File: config.mk
export PLATFORM = sky130hd
export DESIGN_NAME = motor_pwm_driver
export DESIGN_NICKNAME = d
export VERILOG_FILES = /design/src/rtl/motor_pwm_driver.sv
export SDC_FILE = /design/constraint.sdc
export NUM_CORES = 1
export LEC_CHECK = 0
export ABC_AREA = 1
export CAP_MARGIN = 5
export CORE_ASPECT_RATIO = 0.8
export CORE_UTILIZATION = 53
export CTS_BUF_LIST = sky130_fd_sc_hd__clkbuf_8
export CTS_CLUSTER_DIAMETER = 30
export DETAILED_ROUTE_END_ITERATION = 12
export DONT_BUFFER_PORTS = 1
export PLACE_DENSITY = 0.65
export SLEW_MARGIN = 25
export SYNTH_ARGS = -nofsm -noshare
export SYNTH_HDL_FRONTEND = slang
export SYNTH_HIERARCHICAL = 1
export SYNTH_SLANG_ARGS = --single-unit
File: constraint.sdc
create_clock -name clk_3125KHz -period 2.5 [get_ports clk_3125KHz]
set_input_delay 0.75 -clock clk_3125KHz [delete_from_list [all_inputs] [get_ports clk_3125KHz]]
set_output_delay 0.75 -clock clk_3125KHz [all_outputs]
set_load 0.05 [all_outputs]
File: src/rtl/motor_pwm_driver.sv
// Dual H-bridge PWM driver. Commands are shadowed at period boundaries; pins lag cnt by one cycle; no backpressure.
// Optional SOFT_START_EN ramps drive duty by +1 per period (decreases apply immediately).

module motor_pwm_channel #(
  parameter int DEAD_PERIODS = 2
) (
  input  logic       clk_3125KHz,
  input  logic       reset,
  input  logic       boundary,
  input  logic [4:0] cnt,
  input  logic [1:0] cmd_dir,
  input  logic [4:0] cmd_duty,
  output logic       in1,
  output logic       in2,
  output logic       busy
);

  typedef enum logic {RUN, DEAD} state_t;

  localparam logic [3:0] DEAD_LAST = 4'(DEAD_PERIODS - 1);

  state_t     state, state_n;
  logic [3:0] dead_cnt, dead_cnt_n;
  logic [1:0] app_dir, app_dir_n;
  logic [4:0] app_duty, app_duty_n;
  logic [4:0] next_duty;
  logic       pwm;

`ifdef SOFT_START_EN
  // Ramp only while continuing in the same drive direction; any fresh entry restarts at 0.
  always_comb begin
    next_duty = cmd_duty;
    if (cmd_dir[1] ^ cmd_dir[0]) begin
      if (state == RUN && app_dir == cmd_dir) begin
        if (cmd_duty > app_duty)
          next_duty = app_duty + 5'd1;
      end else begin
        next_duty = 5'd0;
      end
    end
  end
`else
  assign next_duty = cmd_duty;
`endif

  always_ff @(posedge clk_3125KHz or posedge reset) begin
    if (reset) begin
      state    <= RUN;
      dead_cnt <= 4'd0;
      app_dir  <= 2'b00;
      app_duty <= 5'd0;
    end else begin
      state    <= state_n;
      dead_cnt <= dead_cnt_n;
      app_dir  <= app_dir_n;
      app_duty <= app_duty_n;
    end
  end

  always_comb begin
    state_n    = state;
    dead_cnt_n = dead_cnt;
    app_dir_n  = app_dir;
    app_duty_n = app_duty;
    if (boundary) begin
      case (state)
        RUN: begin
          // A forward/reverse swap must pass through coast first.
          if ((cmd_dir[1] ^ cmd_dir[0]) && (app_dir[1] ^ app_dir[0]) && (cmd_dir != app_dir)) begin
            state_n    = DEAD;
            app_dir_n  = 2'b00;
            app_duty_n = 5'd0;
            dead_cnt_n = DEAD_LAST;
          end else begin
            app_dir_n  = cmd_dir;
            app_duty_n = next_duty;
          end
        end
        DEAD: begin
          if (dead_cnt == 4'd0) begin
            state_n    = RUN;
            app_dir_n  = cmd_dir;
            app_duty_n = next_duty;
          end else begin
            dead_cnt_n = dead_cnt - 4'd1;
          end
        end
        default: state_n = RUN;
      endcase
    end
  end

  assign pwm  = (cnt < app_duty);
  assign busy = (state == DEAD);

  always_ff @(posedge clk_3125KHz or posedge reset) begin
    if (reset) begin
      in1 <= 1'b0;
      in2 <= 1'b0;
    end else begin
      case (app_dir)
        2'b10:   begin in1 <= pwm;  in2 <= 1'b0; end
        2'b01:   begin in1 <= 1'b0; in2 <= pwm;  end
        2'b11:   begin in1 <= 1'b1; in2 <= 1'b1; end
        default: begin in1 <= 1'b0; in2 <= 1'b0; end
      endcase
    end
  end

endmodule

module motor_pwm_driver #(
  parameter int PRESCALE     = 4,
  parameter int DEAD_PERIODS = 2
) (
  input  logic       clk_3125KHz,
  input  logic       reset,
  input  logic       m1_a,
  input  logic       m1_b,
  input  logic       m2_a,
  input  logic       m2_b,
  input  logic [4:0] dc1,
  input  logic [4:0] dc2,
  output logic       motor1_in1,
  output logic       motor1_in2,
  output logic       motor2_in1,
  output logic       motor2_in2,
  output logic       period_start,
  output logic [1:0] dir_busy
);

  localparam int PW = (PRESCALE > 1) ? $clog2(PRESCALE) : 1;

  logic [PW-1:0] presc;
  logic [4:0]    cnt;
  logic          started;
  logic          tick;
  logic          boundary;

  assign tick     = (presc == PW'(PRESCALE - 1));
  assign boundary = tick && (cnt == 5'd31);

  always_ff @(posedge clk_3125KHz or posedge reset) begin
    if (reset) begin
      presc   <= '0;
      cnt     <= 5'd0;
      started <= 1'b0;
    end else begin
      started <= 1'b1;
      if (tick) begin
        presc <= '0;
        cnt   <= cnt + 5'd1;
      end else begin
        presc <= presc + PW'(1);
      end
    end
  end

  // Suppressed on the very first cycle after reset, where presc/cnt sit at 0 before counting.
  assign period_start = started && (presc == '0) && (cnt == 5'd0);

  motor_pwm_channel #(.DEAD_PERIODS(DEAD_PERIODS)) u_m1 (
    .clk_3125KHz (clk_3125KHz),
    .reset       (reset),
    .boundary    (boundary),
    .cnt         (cnt),
    .cmd_dir     ({m1_a, m1_b}),
    .cmd_duty    (dc1),
    .in1         (motor1_in1),
    .in2         (motor1_in2),
    .busy        (dir_busy[0])
  );

  motor_pwm_channel #(.DEAD_PERIODS(DEAD_PERIODS)) u_m2 (
    .clk_3125KHz (clk_3125KHz),
    .reset       (reset),
    .boundary    (boundary),
    .cnt         (cnt),
    .cmd_dir     ({m2_a, m2_b}),
    .cmd_duty    (dc2),
    .in1         (motor2_in1),
    .in2         (motor2_in2),
    .busy        (dir_busy[1])
  );

endmodule

==> flow_summary_export.csv <==
group,metric,value,unit
worst_setup_path,crit_path_max_fanout,6,
synth,syn_inst,245,
route,ant_nets,0,
synth,avgSynthCellArea,8.49,um2
grt,grt-ovfl-total,0,
layout,antenna_cells,0,
status,outcome,"completed",
layout,drive_above_1_share,0.0794,
place,dpl.hpwl,2.78,mm
synth,ys_types,20,
route,wl_per_cell,12.2,um
sta,max_freq,481,MHz
clock_tree,clockBufferDepth,2,
grt,grt_pass1_vias,1515,
floorplanning,coreArea,3590,um2
clock_tree,cts.clk_slew.worst_paths,0.07,ns
layout,area_delta_synth_final,6.92,%
sta,slew_viol_final,0,
layout,layout_common_cells,"53 x nand2_1, 43 x inv_1, 36 x dfrtp_1, 25 x nand3_1, 23 x ha_1",
layout,fin_cells,304,
grt,antenna_found_initial,0,
route,firstDrtPassIters,4,
worst_setup_path,path_cells,"inv_1 > ha_1 > nand2_1 > nor2_1 > buf_4",
sta,max_slew.worst_pin.slew,0.716,ns
route,vias,1520,
worst_setup_path,timing_worst_setup_path_type,"register to output pin",
place,io_buffers,0,
route,viasPerCell,5.00,
floorplanning,num_io_pins,23,
sta,finalSetupTns,0,ns
clock_tree,cts_sinks,36,
clock_tree,holdBufCountCts,0,
synth,syn_nets,284,
synth,synth-seq-cells,36,
worst_setup_path,startpoint_type,"register",
sta,post-route-period-util,0.831,
sta,final_hold_viol_count,0,
floorplanning,start_util,0.579,
clock_tree,clkLatencyLatePin,0.28,ns
sta,maxSlewHeadroom,0.523,
min_path,hold_class,"input pin to async pin",
pwr,p_leak,1.15,nW
worst_setup_path,crit_path_end_kind,"output pin",
grt,grt_max_degree,15,
worst_setup_path,max_stage_delay,0.47,ns
clock_tree,cts_root_buf,"clkbuf_8",
place,gp_congestion,0.751,
pwr,peakVddDrop,326,uV
sta,setup_viol,0,
place,post-place-cells,296,
pwr,power_density,455,nW/um2
worst_setup_path,arrival,1.33,ns
floorplanning,die-area,4180,um2
clock_tree,cts_tree,"done",
floorplanning,die_w,72.0,um
synth,yosys_warnings,6,
clock_tree,h-tree-depth,2,
grt,grt_first_pass_wirelength,6.63,mm
sta,fin_skew,0.00467,ns
floorplanning,fp.dieH,58.0,um
route,drt_iter0_drc,87,
clock_tree,numCtsBuffers,5,
route,drc_errors,0,
worst_setup_path,ff2ff_setup_slack,0.54,ns
worst_setup_path,slowest_stage,"dfrtp_1",
clock_tree,cts_setup_buffers,0,
flow_run,cap_violations,0,
clock_tree,cts.repair.resized,0,
sta,rsz0062_at_grt,"no",
sta,fin_crit,2.08,ns
grt,track_usage,0.210,
worst_setup_path,required,1.75,ns
synth,synth-seq-area-share,0.433,
route,drt_wl_total,3.70,mm
synth,synth_area,2080,um2
layout,final_common_cell,"nand2_1",
worst_setup_path,rr_worst_depth,9,
layout,fin_nets,290,
floorplanning,num_rows,19,
==> path summary, 6_finish.rpt <==
check                      startpoint          endpoint
hold / removal                  reset            cnt[4]
hold reg to reg              presc[0]          presc[0]
setup reg to reg               cnt[0]  u_m2/app_duty[2]
max in group asynchronous       reset  u_m2/dead_cnt[3]
setup / recovery               cnt[0]      period_start
min in group clk_3125KHz     presc[0]          presc[0]
==> layer usage <==
| layer | up-vias | global-route usage | part of all wire |
|---|---|---|---|
| li1 | 784 | - | - |
| met1 | 697 | 0.278 | 0.52 |
| met2 | 35 | 0.327 | 0.42 |
| met3 | 4 | 0.0574 | 0.051 |
| met4 | 0 | 0.0896 | 0.0084 |
| met5 | - | 0 | 0 |
==> cell usage after synthesis, drive strengths merged <==
| master | n | area [um2] |
|---|---|---|
| nor3 | 1 | 5.00 |
| or2 | 2 | 12.5 |
| xor2 | 2 | 17.5 |
| inv | 41 | 154 |
| nor2 | 19 | 73.8 |
| conb | 1 | 3.75 |
| nand4 | 4 | 25.0 |
| o21ai | 20 | 100 |
| nand2 | 56 | 233 |
| buf | 3 | 26.3 |
| a21oi | 4 | 20.0 |
| xnor2 | 2 | 17.5 |
| a21boi | 2 | 37.5 |
| dfrtp | 36 | 901 |
| nand3 | 29 | 165 |
| ha | 23 | 288 |
==> critical path: cells and delay by family (launching register included) <==
| kind | cells | cell delay, ns |
|---|---|---|
| fa+ha+maj | 1 | 0.14 |
| buf+inv | 2 | 0.29 |
| flops | 1 | 0.47 |
| simple gates | 2 | 0.14 |
==> cell type report <==
class,count,area (um2)
clock inverter,2,7.51
clock buffer,6,82.6
inverter,41,154
timing repair buffer,2,15.0
fill,336,1370
tap,52,65.1
multi-input combinational,165,998
sequential,36,901
==> sequential cells by signal (all words and copies together), names as in the netlist, 2 cells and up <==
name and flops:
cnt 5, presc 2, u_m1/app_dir 2, u_m1/app_duty 5
u_m1/dead_cnt 4, u_m2/app_dir 2, u_m2/app_duty 5, u_m2/dead_cnt 4
==> stage by stage <==
stage	worst slack, ns	power [mW]	hold slack [ns]	util	instance area (um2)
after detailed placement	0.579	0.613	0.445	0.594	2130
final	0.423	1.01	0.295	0.619	2220
after floorplan	0.408	0.608	0.424	-	2080
after global routing	0.266	1.05	0.313	0.619	2220
after CTS	0.412	1.02	0.293	0.619	2220
after global placement	0.631	0.613	0.442	0.594	2130
==> cell families after synthesis <==
logic type	share of synthesized area
adder cells (fa/ha/maj)	0.138
AO/OA/AOI/OAI	0.0758
AND/OR/NAND/NOR	0.247
buffers and inverters	0.0866
other	0.00180
XOR/XNOR	0.0169
flip-flops	0.433
==> power by group <==
group          total (mW)  leakage [nW]  internal, mW  switching [mW]
Combinational      0.0175         0.719       0.00280          0.0147
Sequential          0.583         0.382         0.583        0.000232
Clock               0.410        0.0538         0.216           0.193
Total                1.01          1.15         0.802           0.208
No activity file was read; power rests on OpenSTA's default activity.
